`src/rtl/fetch_pkg.sv`:
```
// Shared types and constants for the instruction-fetch block.
// Entry layout is {pc, instr}; legality covers word alignment and the 64-word ROM window.
package fetch_pkg;

    localparam int FETCH_PC_W    = 64;
    localparam int FETCH_INSTR_W = 32;
    localparam int PC_STEP       = 4;
    localparam int ROM_WORDS     = 64;
    localparam int ROM_AW        = $clog2(ROM_WORDS);

    typedef enum logic [1:0] {
        IDLE,
        RUN,
        FAULT
    } fetch_state_e;

    typedef struct packed {
        logic [FETCH_PC_W-1:0]    pc;
        logic [FETCH_INSTR_W-1:0] instr;
    } fetch_entry_t;

    // Any bit above the ROM byte window set means the address would wrap the ROM.
    function automatic logic pc_legal(input logic [FETCH_PC_W-1:0] pc);
        return (pc[1:0] == 2'b00) && (pc[FETCH_PC_W-1:ROM_AW+2] == '0);
    endfunction

endpackage

```
`src/rtl/fetch_if.sv`:
```
// Fetch unit boundary: ROM address/data, redirect input, decode-side valid/ready stream.
// master is the fetch unit side, slave is the core/ROM side.
interface fetch_if
    import fetch_pkg::*;
#(
    parameter int N       = 64,
    parameter int INSTR_W = 32
);
    logic                en;
    logic [ROM_AW-1:0]   imem_addr;
    logic [INSTR_W-1:0]  imem_q;
    logic                redirect_valid;
    logic [N-1:0]        redirect_pc;
    logic                out_valid;
    logic                out_ready;
    logic [INSTR_W-1:0]  out_instr;
    logic [N-1:0]        out_pc;
    logic                fault;

    modport master (
        input  en, imem_q, redirect_valid, redirect_pc, out_ready,
        output imem_addr, out_valid, out_instr, out_pc, fault
    );

    modport slave (
        output en, imem_q, redirect_valid, redirect_pc, out_ready,
        input  imem_addr, out_valid, out_instr, out_pc, fault
    );

endinterface

```
`src/rtl/fetch_queue.sv`:
```
// Prefetch FIFO of {pc, instr}; head is registered, held at its last value when empty.
// Latency: push visible at head next cycle; flush beats push/pop; push while full only with pop.
module fetch_queue
    import fetch_pkg::*;
#(
    parameter int DEPTH = 2
) (
    input  logic                       clk,
    input  logic                       reset,
    input  logic                       i_push,
    input  logic                       i_pop,
    input  logic                       i_flush,
    input  fetch_entry_t               i_dat,
    output fetch_entry_t               o_head,
    output logic                       o_full,
    output logic                       o_empty,
    output logic [$clog2(DEPTH):0]     o_count
);
    localparam int AW = $clog2(DEPTH);
    localparam int CW = AW + 1;
    localparam logic [CW-1:0] FULL_CNT = CW'(DEPTH);

    fetch_entry_t   r_mem [DEPTH];
    fetch_entry_t   r_hold;
    logic [AW-1:0]  r_wr;
    logic [AW-1:0]  r_rd;
    logic [CW-1:0]  r_count;
    logic           w_do_push;
    logic           w_do_pop;

    assign o_full    = (r_count == FULL_CNT);
    assign o_empty   = (r_count == '0);
    assign o_count   = r_count;
    assign w_do_pop  = i_pop && !o_empty;
    assign w_do_push = i_push && (!o_full || w_do_pop);
    assign o_head    = o_empty ? r_hold : r_mem[r_rd];

    always_ff @(posedge clk or posedge reset) begin
        if (reset) begin
            r_wr    <= '0;
            r_rd    <= '0;
            r_count <= '0;
            r_hold  <= '0;
            for (int i = 0; i < DEPTH; i++) begin
                r_mem[i] <= '0;
            end
        end else begin
            // Track whatever is on the head so an emptied queue keeps presenting it.
            if (!o_empty) begin
                r_hold <= r_mem[r_rd];
            end
            if (i_flush) begin
                r_wr    <= '0;
                r_rd    <= '0;
                r_count <= '0;
            end else begin
                if (w_do_push) begin
                    r_mem[r_wr] <= i_dat;
                    r_wr        <= r_wr + AW'(1);
                end
                if (w_do_pop) begin
                    r_rd <= r_rd + AW'(1);
                end
                case ({w_do_push, w_do_pop})
                    2'b10:   r_count <= r_count + CW'(1);
                    2'b01:   r_count <= r_count - CW'(1);
                    default: r_count <= r_count;
                endcase
            end
        end
    end

endmodule

```
`src/rtl/fetch_unit.sv`:
```
// LEGv8 fetch controller: owns the PC, drives the ROM word address, queues {pc, instr} for decode.
// Latency: ROM read to head valid is 1 cycle; PC holds when the queue is full and not draining.
module fetch_unit
    import fetch_pkg::*;
#(
    parameter int               N        = FETCH_PC_W,
    parameter int               INSTR_W  = FETCH_INSTR_W,
    parameter int               DEPTH    = 2,
    parameter logic [N-1:0]     RESET_PC = '0
) (
    input  logic        clk,
    input  logic        reset,
    fetch_if.master     fif
);
    localparam int CW = $clog2(DEPTH) + 1;
    localparam logic [CW-1:0] DEPTH_CNT = CW'(DEPTH);

    fetch_state_e   r_state;
    fetch_state_e   w_next_state;
    logic [N-1:0]   r_pc;
    logic [N-1:0]   w_next_pc;
    logic           w_fetch;
    logic           w_deq;
    logic           w_full;
    logic           w_empty;
    logic [CW-1:0]  w_count;
    fetch_entry_t   w_push_entry;
    fetch_entry_t   w_head;

    assign w_push_entry = '{pc: r_pc, instr: fif.imem_q};
    assign w_deq        = !w_empty && fif.out_ready && !fif.redirect_valid;

    always_comb begin
        w_next_state = r_state;
        w_next_pc    = r_pc;
        w_fetch      = 1'b0;
        if (fif.redirect_valid) begin
            w_next_pc = fif.redirect_pc;
            if (!pc_legal(fif.redirect_pc)) begin
                w_next_state = FAULT;
            end else if (fif.en) begin
                w_next_state = RUN;
            end else begin
                w_next_state = IDLE;
            end
        end else begin
            case (r_state)
                IDLE: begin
                    if (fif.en) begin
                        w_next_state = RUN;
                    end
                end
                RUN: begin
                    if (!fif.en) begin
                        w_next_state = IDLE;
                    end else if (!pc_legal(r_pc)) begin
                        w_next_state = FAULT;
                    end else if (!w_full || w_deq) begin
                        w_fetch   = 1'b1;
                        w_next_pc = r_pc + N'(PC_STEP);
                    end
                end
                FAULT: begin
                    w_next_state = FAULT;
                end
                default: begin
                    w_next_state = IDLE;
                end
            endcase
        end
    end

    always_ff @(posedge clk or posedge reset) begin
        if (reset) begin
            r_state <= IDLE;
            r_pc    <= RESET_PC;
        end else begin
            r_state <= w_next_state;
            r_pc    <= w_next_pc;
        end
    end

    fetch_queue #(
        .DEPTH   (DEPTH)
    ) u_queue (
        .clk     (clk),
        .reset   (reset),
        .i_push  (w_fetch),
        .i_pop   (w_deq),
        .i_flush (fif.redirect_valid),
        .i_dat   (w_push_entry),
        .o_head  (w_head),
        .o_full  (w_full),
        .o_empty (w_empty),
        .o_count (w_count)
    );

    assign fif.imem_addr = r_pc[ROM_AW+1:2];
    assign fif.out_valid = (w_count != '0) && (w_count <= DEPTH_CNT);
    assign fif.out_instr = w_head.instr;
    assign fif.out_pc    = w_head.pc;
    assign fif.fault     = (r_state == FAULT);

endmodule

```
`src/flat_wrapper.sv`:
```
// flat-port wrapper written by rule: the top's interface ports become plain ports
module fetch_unit_flat import fetch_pkg::*;
#(
    parameter int               N        = FETCH_PC_W,
    parameter int               INSTR_W  = FETCH_INSTR_W,
    parameter int               DEPTH    = 2,
    parameter logic [N-1:0]     RESET_PC = '0
)
  (clk, reset, fif_en, fif_imem_q, fif_redirect_valid, fif_redirect_pc, fif_out_ready, fif_imem_addr, fif_out_valid, fif_out_instr, fif_out_pc, fif_fault);
  fetch_if #(.N(N), .INSTR_W(INSTR_W)) fif_i ();
  input  logic clk;
  input  logic reset;
  input wire logic [$bits(fif_i.en)-1:0] fif_en;
  input wire logic [$bits(fif_i.imem_q)-1:0] fif_imem_q;
  input wire logic [$bits(fif_i.redirect_valid)-1:0] fif_redirect_valid;
  input wire logic [$bits(fif_i.redirect_pc)-1:0] fif_redirect_pc;
  input wire logic [$bits(fif_i.out_ready)-1:0] fif_out_ready;
  output wire logic [$bits(fif_i.imem_addr)-1:0] fif_imem_addr;
  output wire logic [$bits(fif_i.out_valid)-1:0] fif_out_valid;
  output wire logic [$bits(fif_i.out_instr)-1:0] fif_out_instr;
  output wire logic [$bits(fif_i.out_pc)-1:0] fif_out_pc;
  output wire logic [$bits(fif_i.fault)-1:0] fif_fault;
  assign fif_i.en = fif_en;
  assign fif_i.imem_q = fif_imem_q;
  assign fif_i.redirect_valid = fif_redirect_valid;
  assign fif_i.redirect_pc = fif_redirect_pc;
  assign fif_i.out_ready = fif_out_ready;
  assign fif_imem_addr = fif_i.imem_addr;
  assign fif_out_valid = fif_i.out_valid;
  assign fif_out_instr = fif_i.out_instr;
  assign fif_out_pc = fif_i.out_pc;
  assign fif_fault = fif_i.fault;
  fetch_unit #(.N(N), .INSTR_W(INSTR_W), .DEPTH(DEPTH), .RESET_PC(RESET_PC)) u_core (.clk(clk), .reset(reset), .fif(fif_i));
endmodule
```
`config.mk`:
```
export PLATFORM = sky130hd
export DESIGN_NAME = fetch_unit_flat
export DESIGN_NICKNAME = d
export VERILOG_FILES = /design/src/rtl/fetch_pkg.sv /design/src/rtl/fetch_if.sv /design/src/rtl/fetch_queue.sv /design/src/rtl/fetch_unit.sv /design/src/flat_wrapper.sv
export SDC_FILE = /design/constraint.sdc
export NUM_CORES = 1
export LEC_CHECK = 0
export ABC_AREA = 1
export ABC_CLOCK_PERIOD_IN_PS = 11300
export BUFFER_PORTS_ARGS = -buffer_cell sky130_fd_sc_hd__buf_2
export CAP_MARGIN = 20
export CORE_MARGIN = 2
export CORE_UTILIZATION = 50
export CTS_BUF_LIST = sky130_fd_sc_hd__clkbuf_4
export CTS_CLUSTER_DIAMETER = 80
export DETAILED_ROUTE_END_ITERATION = 7
export GPL_TIMING_DRIVEN = 0
export PLACE_DENSITY_LB_ADDON = 0.25
export SYNTH_ARGS = -nofsm -noshare
export SYNTH_HDL_FRONTEND = slang
export SYNTH_HIERARCHICAL = 1
export SYNTH_SLANG_ARGS = --single-unit
export TNS_END_PERCENT = 30
```
`constraint.sdc`:
```
create_clock -name clk -period 11.3 [get_ports clk]
set_input_delay 0.565 -clock clk [delete_from_list [all_inputs] [get_ports clk]]
set_output_delay 0.565 -clock clk [all_outputs]
set_load 0.01 [all_outputs]
```
-- Word-level counts from Yosys, hierarchy flattened
Cells that the tools add are included.
- flip-flop bits (word level): 358
- input bits: 101
- output and inout port bits: 104
- logic and storage cells: 90
- add/sub/neg operators: 5
- $lt $le $gt $ge: 4
- eq/ne operators: 7
- mux-type cells: 30
- bitwise gates (word level): 3
- reductions and logical operators: 30
- operator list (operator ; count):
    96-bit 2-to-1 mux ; 5
    64-bit 2-to-1 mux ; 5
    192-bit bitwise mux ; 1
    56-bit logical NOT ; 2
    96-bit demux with 1-bit select ; 1
    64-bit by 3-bit adder with 64-bit output, second input constant ; 1
    2-bit nonzero test ; 7
    2-bit 2-to-1 mux ; 6
    1-bit 2-to-1 mux ; 10
    1-bit logical AND ; 8
    2-bit logical NOT ; 4
    2-bit == test, second input constant ; 3
    2-bit one-hot mux with 3 select lines ; 1
    2-bit by 1-bit == test with 1-bit output, second input constant ; 2
    2-bit >= comparator, second input constant ; 2
    4-bit != test, second input constant ; 1
    1-bit inverter with 2-bit output ; 2
    2-bit one-hot mux with 2 select lines ; 1
    2-bit AND reduction ; 2
    4-bit AND reduction ; 1
    1-bit logical NOT ; 3
    3-bit != test, second input constant ; 1
    3-bit nonzero test ; 1
    1-bit adder, second input constant ; 2
    6 further kinds ; 7

-- Depth between registers and ports, before layout
Gate-level depths: netlist of the first run.
- word-level depth: 14
- gate-level depth with buffers: 18

-- Cells and area by module
The synthesis of the first run kept the hierarchy.
- modules (own cells, without submodules) (module ; times used ; cells an instance ; area an instance (um^2) ; seq. area each (um^2)):
    fetch_queue ; 1 ; 1275 ; 11962.7 ; 7307.0
    fetch_unit ; 1 ; 457 ; 3335.7 ; 1651.6

-- Worst setup path before layout of the first run
No wires, ideal clock.
- path type: register -> register
- start point: register u_core.u_queue.r_count[1], in the netlist u_core/u_queue/o_count[1]
- end point: register u_core/u_queue/r_mem[0] in the netlist's numbering
- setup time: 0.121 ns
- arrival time: 2.428 ns
- required time: 11.179 ns
- path slack: 8.751 ns
- cell stages (with the launch flop): 17
- path buffers: 5
- cell sequence: dfrtp_1 -> inv_2 -> nand2_4 -> inv_2 -> buf_2 -> inv_1 -> nand3_1 -> a21oi_1 -> nand3_1 -> buf_6 -> buf_6 -> nor2_1 -> nand4_2 -> buf_6 -> buf_4 -> nand2_1 -> o21ai_1
- longest elaborated chain between the ends: 12
- elaborated cells on any way between the ends: 16
- classes of those cells: eq/ne (1); mux (5); reduce/logical (10)
- ends and longest elaborated chain (what ; line ; RTL):
    from (decl) ; fetch_queue.sv:27 ; logic [CW-1:0] r_count;
    from (signal assigned) ; fetch_queue.sv:65 ; 2'b10: r_count <= r_count + CW'(1);
    from (signal assigned) ; fetch_queue.sv:66 ; 2'b01: r_count <= r_count - CW'(1);
    from (signal assigned) ; fetch_queue.sv:67 ; default: r_count <= r_count;
    2-bit logical NOT ; fetch_queue.sv:32 ; assign o_empty = (r_count == '0);
    net u_core.w_empty ; fetch_unit.sv:25 ; logic w_empty;
    1-bit logical NOT ; -- ;
    1-bit logical AND (2 in series) ; fetch_unit.sv:31 ; assign w_deq = !w_empty && fif.out_ready && !fif.redirect_valid;
    1-bit logical OR ; fetch_unit.sv:58 ; end else if (!w_full || w_deq) begin
    1-bit 2-to-1 mux ; fetch_unit.sv:58 ;
    1-bit 2-to-1 mux ; fetch_unit.sv:56 ; end else if (!pc_legal(r_pc)) begin
    1-bit 2-to-1 mux ; fetch_unit.sv:54 ; if (!fif.en) begin
    1-bit 2-to-1 mux ; fetch_unit.sv:47 ; case (r_state)
    1-bit 2-to-1 mux ; fetch_unit.sv:37 ; if (fif.redirect_valid) begin
    net u_core.w_fetch ; fetch_unit.sv:22 ; logic w_fetch;
    1-bit logical AND ; fetch_queue.sv:35 ; assign w_do_push = i_push && (!o_full || w_do_pop);
    2-bit AND reduction (no source line) ; -- ;
    to (signal, indexed assignment) ; fetch_queue.sv:58 ; r_mem[r_wr] <= i_dat;
    to (decl) ; fetch_queue.sv:23 ; fetch_entry_t r_mem [DEPTH];
The timed path passes the listed nets, and every way through them passes these cells.
A chain may end at the register's enable or synchronous reset.

-- Worst setup path after layout of the first run
- start point: register u_core.u_queue.r_count[0], in the netlist u_core/u_queue/o_count[0]
- end point: register u_core/u_queue/r_mem[19] in the netlist's numbering
The elaborated chain is that of the path after synthesis.

==> out/metrics.yaml, run 1 <==
status:
  status: "finished, final reports clean"
place:
  portBuffers: 204
  hpwl_mm: 28.2
  gp_congestion: 0.887
sta:
  period_minus_slack_ps: 3330
  finalCritPeriodShare: 0.295
  relSlewSlack: 0.405
  setup_viol: 0
  finClkSkew_ps: 37.8
  worstMarginPinSlew_ps: 893
  slew_violations: 0
  final-hold-violation-count: 0
  final.setup.tns_ps: 0
  grt_setup_unrepaired: "no"
  fmax_ghz: 0.300
power:
  peakVddDrop_uv: 81.7
  power_mw: 3.04
  power.density_nw_per_um2: 167
  p_leak_nw: 9.13
worst_setup_path:
  cp-start-kind: "flip-flop"
  reg2reg_slack_ps: 7970
  ff2ff_path_depth: 16
  crit_end: "u_core/u_queue/r_mem[19]"
  worstSetupEndpointType: "flip-flop"
  critical_path_class: "reg -> reg"
  r2r-start: "u_core/u_queue/o_count[0]"
  crit_top_cell: "buf_6"
  crit_chain: "inv_2 > nand2_4 > inv_2 > buf_2 > inv_1 > nand3_1 > a21oi_1 > nand3_1 > buf_6 > buf_6 > nor2_1 > nand4_2 > buf_6 > buf_2 > nand2_1 > o21ai_1"
  worstPathArrival_ps: 3900
  rr_endpoint: "u_core/u_queue/r_mem[19]"
  worstPathMaxFanout: 10
  required_ps: 11870
  cpPeakStageDelay_ps: 460
  worst_setup_path_startpoint: "u_core/u_queue/o_count[0]"
  critPathSlowestCell: "dfrtp_1"
clock_network:
  cts_resized: 0
  cts_tree: "done"
  clkSinkCount: 358
  path_clk_slew_ps: 70
  cts_buffers: 95
  cts_max_path_buffers: 3
  htree_levels: 3
  holdBufCountCts: 10
  clock_latency_ps: 720
  cts_root_buffer: "clkbuf_4"
  cts_setup_buffers: 0
yosys:
  synth-seq-area-share: 0.586
  syn_inst: 1732
  ys_types: 27
  ys.flop_type: "dfrtp_1"
  synth-seq-cells: 358
  synth_edf_count: 0
  synth_nets: 1834
  yosysWarnings: 6
  netlist_area_um2: 15300
  synth_area_per_cell_um2: 8.83
  async_flop_share: 1.00
routing:
  vias: 13000
  firstDrtPassIters: 5
  via_per_inst: 5.18
  wl_per_cell_um: 16.7
  drtIter0Drc: 912
  drc: 0
  wirelength_mm: 42.0
  ant_nets: 0
global_routing:
  use_met1: 0.372
  grt_pass1_vias: 13000
  grt_max_degree: 118
  track_usage: 0.270
  grt_util_met3: 0.0511
  grtUsageMet2: 0.426
  grt_pass1_wl_mm: 67.2
  gr-total-overflow: 0
  antenna_found_initial: 2
  grt_busiest_layer: "met2"
final_layout:
  drive_above_1_share: 0.230
  utilization: 0.600
  multiInputGateArea_um2: 5090
  final_nets: 2147
  synthToLayoutAreaGrowth_pct: 19.0
  final-seq-area_um2: 8960
  fill_cells: 2765
floorplan:
  die_area_um2: 32000
  io_pins: 205
  initial_core_util: 0.504
  chipHeight_um: 179
  fp.coreArea_um2: 30300
  die_w_um: 179
  rows: 64
run:
  cap_violations: 0
hold_path:
  hp-class: "in -> reg"
[cells in the mapped netlist (3+ instances only)]
| library cell | count | area (µm²) |
|---|---|---|
| nand2_1 | 477 | 1790 |
| dfrtp_1 | 358 | 8960 |
| nor2_1 | 175 | 657 |
| a21oi_1 | 165 | 826 |
| o21ai_1 | 165 | 826 |
| inv_1 | 120 | 450 |
| nand3_1 | 68 | 340 |
| o21ai_0 | 36 | 180 |
| buf_6 | 32 | 360 |
| a21oi_2 | 30 | 263 |
| clkbuf_1 | 29 | 109 |
| buf_4 | 25 | 188 |
| buf_2 | 24 | 120 |
| o21ai_2 | 6 | 52.6 |
| inv_2 | 4 | 15.0 |
| nor3_1 | 3 | 15.0 |
| xor2_1 | 3 | 26.3 |
[area by class of cell]
class | instances | share of cell area
clock inverter | 24 | 0.00839
multi-input combinational | 1139 | 0.280
sequential | 358 | 0.492
tap | 396 | 0.0272
clock buffer | 142 | 0.0586
buffer | 110 | 0.0427
inverter | 125 | 0.0265
timing repair buffer | 216 | 0.0646
antenna | 2 | 0.000275
[state kept, by name, summed over array words and instances, names as in the netlist]
name and count:
u_core/r_pc 64, u_core/u_queue/o_count 2, u_core/r_state 2, u_core/u_queue/r_mem 192
u_core/u_queue/r_wr 1, u_core/u_queue/r_hold 96, u_core/u_queue/r_rd 1
[layout by cell type, fill, tap and decap left out, types with 3 or more instances in the layout]
cell type and n:
a21oi_1 165, a21oi_2 30, buf_2 228, buf_4 25, buf_6 32, clkbuf_1 29
clkbuf_4 142, clkinv_1 16, dfrtp_1 358, dlygate4sd3_1 10, inv_1 118, inv_2 6
nand2_1 477, nand3_1 68, nor2_1 175, nor3_1 3, o21ai_0 36, o21ai_1 165
o21ai_2 6, xor2_1 3
[power breakdown]
group | total [mW] | internal, mW | switching (mW) | leakage (nW)
combinational | 0.469 | 0.167 | 0.301 | 3.70
sequential | 1.43 | 1.39 | 0.0467 | 4.71
clock | 1.14 | 0.616 | 0.523 | 0.723
[layer usage]
metal  wire, µm  vias to the layer above
li1           -                     6243
met1      18300                     6201
met2      19800                      505
met3       3020                       63
met4        879                        0
met5          0                        -
[worst min path at each step]
stage | slack, ps | to | cells after the start | startpoint
2_1_floorplan | 450 | u_core/u_queue/r_mem[86] | 2 | u_core/u_queue/r_mem[86]
3_3_place_gp | 470 | u_core/u_queue/r_mem[124] | 2 | u_core/u_queue/r_mem[124]
3_5_place_dp | 470 | u_core/u_queue/r_mem[93] | 2 | u_core/u_queue/r_mem[93]
4_1_cts | 4 | u_core/r_pc[26] | 3 | fif_redirect_pc[26]
5_1_grt | 20 | u_core/r_pc[54] | 3 | fif_redirect_pc[54]
6_report | 70 | u_core/r_pc[42] | 3 | fif_redirect_pc[42]
[critical path, delay by kind of cell (launching register included)]
kind	cells	cell delay, ps
AND/OR/NAND/NOR	6	1200
AO/OA/AOI/OAI	2	230
flip-flops	1	460
buffers and inverters	8	1290
[kinds of logic after synthesis]
group	Yosys count	share of synthesized area
DFF	358	0.586
and+or+nand+nor	731	0.189
adders and majority gates	1	0.000818
AOI/OAI and AO/OA	404	0.141
buffers and inverters	235	0.0816
xor gates and xnor gates	3	0.00172
[through the flow]
stage	area [µm²]	std cells	setup WS (ps)	hold slack [ps]
3_3_place_gp	16800	2332	-362	466
4_1_cts	18200	2510	8010	3.82
6_report	18200	2512	7970	73.8
5_1_grt	18200	2511	7740	20.4
2_1_floorplan	15300	1732	2670	453
3_5_place_dp	16900	2334	8070	469
Power figures use the tool's default switching activity.
==> run 2: changes to the inputs <==
Settings changed: ABC_CLOCK_PERIOD_IN_PS 11300 to 3300.
Clock period 11.3 ns to 3.3 ns, I/O delays scaled along.
==> out/metrics.yaml, run 2 (synthesis results as in run 1) <==
global_routing:
  grt_max_degree: 67  # was 118
  antenna_found_initial: 4  # was 2
  track_usage: 0.284  # was 0.270
  gr-total-overflow: 0  # unchanged
  grt_pass1_vias: 13800  # was 13000
  grt_pass1_wl_mm: 70.8  # was 67.2 mm
clock_network:
  cts_max_path_buffers: 3  # unchanged
  cts_root_buffer: "clkbuf_4"  # unchanged
  cts_buffers: 94  # was 95
  cts_tree: "done"  # unchanged
  htree_levels: 3  # unchanged
  cts_setup_buffers: 0  # unchanged
  clock_latency_ps: 750  # was 720 ps
  clkSinkCount: 358  # unchanged
  path_clk_slew_ps: 60  # was 70 ps
final_layout:
  final_common_cell: "nand2_1"  # unchanged
  fill_cells: 2649  # was 2765
  largestRegisters: "u_core/u_queue/r_mem (192), u_core/u_queue/r_hold (96), u_core/r_pc (64)"  # unchanged
  drive_above_1_share: 0.222  # was 0.230
  largest_register_ffs: 192  # unchanged
  final_cell_mix: "nand2_1, dfrtp_1, buf_2"  # unchanged
  synthToLayoutAreaGrowth_pct: 25.1  # was 19.0%
  regMostFlops: "u_core/u_queue/r_mem"  # unchanged
  final_nets: 2241  # was 2147
  fin_cells: 2604  # was 2512
worst_setup_path:
  crit_buf_inv: 8  # unchanged
  required_ps: 3880  # was 11870 ps
  worstPathArrival_ps: 3550  # was 3900 ps
  cp_top_family: "buffers and inverters"  # unchanged
  worstSetupEndpointType: "flip-flop"  # unchanged
  worstPathMaxFanout: 10  # unchanged
  cpPeakStageDelay_ps: 500  # was 460 ps
  critPathSlowestCell: "dfrtp_1"  # unchanged
  crit_chain: "inv_2 > nand2_4 > inv_2 > buf_2 > inv_1 > nand3_1 > a21oi_1 > nand3_1 > buf_6 > buf_6 > nor2_4 > nand4_4 > buf_4 > buf_4 > nand2_1 > o21ai_1"  # was inv_2 > nand2_4 > inv_2 > buf_2 > inv_1 > nand3_1 > a21oi_1 > nand3_1 > buf_6 > buf_6 > nor2_1 > nand4_2 > buf_6 > buf_2 > nand2_1 > o21ai_1
  cp-start-kind: "flip-flop"  # unchanged
  critical_path_class: "reg -> reg"  # unchanged
routing:
  drtIter0Drc: 1035  # was 912
  wl_per_cell_um: 17.0  # was 16.7 µm
  vias: 13600  # was 13000
  wirelength_mm: 44.2  # was 42.0 mm
  via_per_inst: 5.22  # was 5.18
  drc: 0  # unchanged
  ant_nets: 0  # unchanged
  firstDrtPassIters: 6  # was 5
floorplan:
  chipHeight_um: 179  # unchanged
  initial_core_util: 0.504  # unchanged
  io_pins: 205  # unchanged
  fp.coreArea_um2: 30300  # unchanged
  die_area_um2: 32000  # unchanged
  die_w_um: 179  # unchanged
  rows: 64  # unchanged
power:
  p_leak_nw: 9.51  # was 9.13 nW
  power.density_nw_per_um2: 542  # was 167 nW/µm²
  peakVddDrop_uv: 284  # was 81.7 µV
place:
  portBuffers: 204  # unchanged
  placedCellCount: 2339  # was 2334
  dp_slack_ps: 81.6  # was 8070 ps
  hpwl_mm: 28.8  # was 28.2 mm
  gp_congestion: 0.888  # was 0.887
sta:
  fmax_ghz: 0.337  # was 0.300 GHz
  finalCritPeriodShare: 0.900  # was 0.295
  relSlewSlack: 0.404  # was 0.405
  period_minus_slack_ps: 2970  # was 3330 ps
  worstMarginPinSlew_ps: 894  # was 893 ps
  setup_viol: 0  # unchanged
  slew_violations: 0  # unchanged
  layout_setup_ws_ps: 329  # was 7970 ps
  finClkSkew_ps: 63.2  # was 37.8 ps
  final-hold-violation-count: 0  # unchanged
  grt_setup_unrepaired: "no"  # unchanged
hold_path:
  hp-class: "in -> async"  # was in -> reg
status:
  status: "finished, final reports clean"  # unchanged
run:
  cap_violations: 0  # unchanged
run 2: cell types whose count changed in the layout (fill, tap and decap cells not counted), moves of 2 or more:
cell / before / now
diode_2: 2 / 4
clkinv_1: 16 / 13
inv_2: 6 / 4
bufinv_16: 2 / 0
buf_16: 2 / 0
dlygate4sd3_1: 10 / 100
buf_12: 0 / 7
clkinvlp_4: 2 / 4
run 2: metrics by stage:
stage               TNS (ps)  hold WS (ps)  power [mW]   util  area [µm²]
global route               0          82.3        10.9  0.630       19100
floorplan            -216130           277        5.90      -       15300
CTS                        0          20.6        10.4  0.630       19100
detailed placement         0           286        6.60  0.559       17000
global placement     -702060           376        6.55  0.554       16800
finish                     0          86.3        10.4  0.630       19100
run 2: final timing paths:
check	start	to	slack [ps]	depth (start not counted)
max	u_core/u_queue/o_count[1]	u_core/u_queue/r_mem[177]	330	16
min	reset	u_core/u_queue/r_hold[74]	90	3
max reg2reg	u_core/u_queue/o_count[1]	u_core/u_queue/r_mem[177]	330	16
min reg2reg	u_core/u_queue/r_mem[86]	u_core/u_queue/r_mem[86]	490	2
max in group asynchronous	reset	u_core/u_queue/r_mem[32]	1990	6
min in group clk	fif_redirect_pc[29]	u_core/r_pc[29]	180	4
run 2: tightest hold or removal path, cell delays in order:
cell           delay, ps
dlygate4sd3_1        540
buf_2                160
clkinvlp_4           410
run 2: cell type report:
cell class / instances / area [µm²] / area share
Antenna cell: 4 / 10.0 / 0.000523
Buffer: 110 / 777 / 0.0406
Clock buffer: 141 / 1060 / 0.0553
Clock inverter: 20 / 95.1 / 0.00497
Inverter: 125 / 478 / 0.0250
Multi-Input combinational cell: 1139 / 5100 / 0.266
Sequential cell: 358 / 8960 / 0.468
Tap cell: 396 / 495 / 0.0259
Timing Repair Buffer: 311 / 2160 / 0.113
run 2: report_power, final:
part | internal, mW | switching [mW]
combinational | 0.653 | 1.06
clock | 1.94 | 1.80
sequential | 4.75 | 0.163
run 2: repair_timing:
item                                    in CTS  in global routing
endpoints found under the setup margin       0                192
hold buffers                               100                  0
resized for setup                            0                  2
hold endpoints to repair                   299                  0
run 2: routing by layer:
metal  part of all wire  vias up  track usage
met5                  0        -            0
met4              0.034        0        0.123
met3              0.067      124       0.0517
met2               0.48      561        0.455
met1               0.42     6502        0.380
li1                   -     6403            -
==> run 3: changes to the inputs <==
Settings changed: CORE_MARGIN 2 to default.
==> out/metrics.yaml, run 3 (synthesis results as in run 1) <==
global_routing:
  grt_pass1_wl_mm: 70.4  # was 70.8 mm
  grt_max_degree: 67  # unchanged
  antenna_found_initial: 1  # was 4
  grt_pass1_vias: 14000  # was 13800
  track_usage: 0.289  # was 0.284
  gr-total-overflow: 0  # unchanged
clock_network:
  clkSinkCount: 358  # unchanged
  cts_max_path_buffers: 3  # unchanged
  cts_buffers: 96  # was 94
  path_clk_slew_ps: 60  # about the same
  clock_latency_ps: 720  # was 750 ps
  cts_root_buffer: "clkbuf_4"  # unchanged
  htree_levels: 3  # unchanged
  cts_tree: "done"  # unchanged
  cts_setup_buffers: 0  # unchanged
sta:
  relSlewSlack: 0.400  # was 0.404
  setup_viol: 0  # unchanged
  period_minus_slack_ps: 3020  # was 2970 ps
  final-hold-violation-count: 0  # unchanged
  hold_slack_ps: 50.8  # was 86.3 ps
  finalCritPeriodShare: 0.914  # was 0.900
  final.setup.tns_ps: 0  # unchanged
  worstMarginPinSlew_ps: 900  # was 894 ps
  fmax_ghz: 0.332  # was 0.337 GHz
  grt_setup_unrepaired: "no"  # unchanged
  finClkSkew_ps: 66.6  # was 63.2 ps
  slew_violations: 0  # unchanged
routing:
  wl_per_cell_um: 17.0  # about the same
  ant_nets: 0  # unchanged
  vias: 13700  # was 13600
  firstDrtPassIters: 5  # was 6
  drtIter0Drc: 912  # was 1035
  wirelength_mm: 44.2  # about the same
  via_per_inst: 5.27  # was 5.22
  drc: 0  # unchanged
run:
  cap_violations: 0  # unchanged
power:
  p_clk_frac: 0.364  # was 0.361
  seq_power_share: 0.471  # was 0.474
  power_frac_comb: 0.165  # about the same
  p_int_mw: 7.44  # was 7.34 mW
  p_sw_frac: 0.286  # was 0.292
  power.density_nw_per_um2: 544  # was 542 nW/µm²
  power.switching_mw: 2.98  # was 3.02 mW
  peakVddDrop_uv: 307  # was 284 µV
  p_leak_nw: 9.54  # was 9.51 nW
place:
  hpwl_mm: 28.8  # about the same
  portBuffers: 204  # unchanged
  gp_congestion: 0.855  # was 0.888
worst_setup_path:
  worstSetupEndpointType: "flip-flop"  # unchanged
  reg2reg_slack_ps: 280  # was 330 ps
  crit_chain: "inv_2 > nand2_4 > inv_2 > buf_2 > inv_1 > nand3_1 > a21oi_1 > nand3_1 > buf_6 > buf_6 > nor2_4 > nand4_2 > buf_6 > buf_2 > nand2_1 > o21ai_1"  # was inv_2 > nand2_4 > inv_2 > buf_2 > inv_1 > nand3_1 > a21oi_1 > nand3_1 > buf_6 > buf_6 > nor2_4 > nand4_4 > buf_4 > buf_4 > nand2_1 > o21ai_1
  rr_endpoint: "u_core/u_queue/r_mem[40]"  # was u_core/u_queue/r_mem[177]
  critPathSlowestCell: "dfrtp_1"  # unchanged
  required_ps: 3840  # was 3880 ps
  ff2ff_path_depth: 16  # unchanged
  r2r-start: "u_core/u_queue/o_count[0]"  # was u_core/u_queue/o_count[1]
  critical_path_class: "reg -> reg"  # unchanged
  cpPeakStageDelay_ps: 450  # was 500 ps
  worstPathArrival_ps: 3550  # about the same
  worstPathMaxFanout: 10  # unchanged
  cp-start-kind: "flip-flop"  # unchanged
  crit_top_cell: "buf_6"
hold_path:
  hp-class: "in -> async"  # unchanged
floorplan:
  die_area_um2: 31300  # was 32000 µm²
  io_pins: 205  # unchanged
  die_w_um: 177  # was 179 µm
  rows: 63  # was 64
  initial_core_util: 0.512  # was 0.504
  chipHeight_um: 177  # was 179 µm
  fp.coreArea_um2: 29900  # was 30300 µm²
final_layout:
  final-seq-area_um2: 8960  # unchanged
  final_cell_mix: "nand2_1, dfrtp_1, buf_2"  # unchanged
  drive_above_1_share: 0.222  # about the same
  regMostFlops: "u_core/u_queue/r_mem"  # unchanged
  fill_cells: 2558  # was 2649
  largest_register_ffs: 192  # unchanged
  multiInputGateArea_um2: 5100  # unchanged
  final_nets: 2244  # was 2241
  largestRegisters: "u_core/u_queue/r_mem (192), u_core/u_queue/r_hold (96), u_core/r_pc (64)"  # unchanged
  final_common_cell: "nand2_1"  # unchanged
  synthToLayoutAreaGrowth_pct: 25.3  # was 25.1%
status:
  status: "finished, final reports clean"  # unchanged
==> run 3: power by group through the flow <==
stage | registers (mW) | clock network (mW) | logic [mW]
CTS | 4.91 | 3.89 | 1.72
detailed placement | 4.99 | 0 | 1.61
global route | 4.94 | 4.12 | 1.91
finish | 4.91 | 3.79 | 1.72
floorplan | 4.94 | 0 | 0.957
global placement | 4.98 | 0 | 1.57
==> run 3: per-stage QoR <==
stage                     instances  setup WS [ps]  instance area, µm²  utilization  total power, mW
after CTS                      2597            181               19200        0.641             10.5
after global routing           2598           93.9               19200        0.642             11.0
after floorplan                1732           -740               15300            -             5.90
final                          2598            284               19200        0.642             10.4
after global placement         2326          -2440               16800        0.563             6.55
after detailed placement       2334           48.2               17000        0.568             6.60
==> run 3: routing by layer <==
metal	share of wire	global-route usage
met2	0.47	0.455
met4	0.045	0.160
met5	0	0
met1	0.41	0.371
met3	0.077	0.0666
==> run 3: critical path, delay by kind of cell, from the launching register on <==
kind	cells	cell delay, ps
simple gates	6	880
flops	1	450
buf+inv	8	1310
compound gates	2	230
==> run 3: worst max path at each step <==
stage          depth (start not counted)  slack, ps                   endpoint                      start
6_report                              16        280   u_core/u_queue/r_mem[40]  u_core/u_queue/o_count[0]
3_5_place_dp                          16         50   u_core/u_queue/r_mem[58]  u_core/u_queue/o_count[1]
2_1_floorplan                          1       -740  u_core/u_queue/o_count[0]                      reset
3_3_place_gp                           2      -2440  u_core/u_queue/r_hold[24]                      reset
5_1_grt                               16         90   u_core/u_queue/r_mem[44]  u_core/u_queue/o_count[0]
4_1_cts                               16        180   u_core/u_queue/r_mem[40]  u_core/u_queue/o_count[0]
==> run 3: final cells by class <==
class | instances | share of cell area
plain buffers | 110 | 0.0405
diodes | 1 | 0.000131
flip-flops and latches | 358 | 0.467
multi-input cells | 1139 | 0.266
clock inverters | 20 | 0.00581
inverters | 125 | 0.0249
repair buffers | 312 | 0.114
well taps | 390 | 0.0255
clock buffers | 143 | 0.0560
==> run 3: repair_timing <==
item	CTS	global route
resized for setup	1	1
hold buffers	100	0
endpoints found under the hold margin	245	0
setup endpoints to repair	1	25
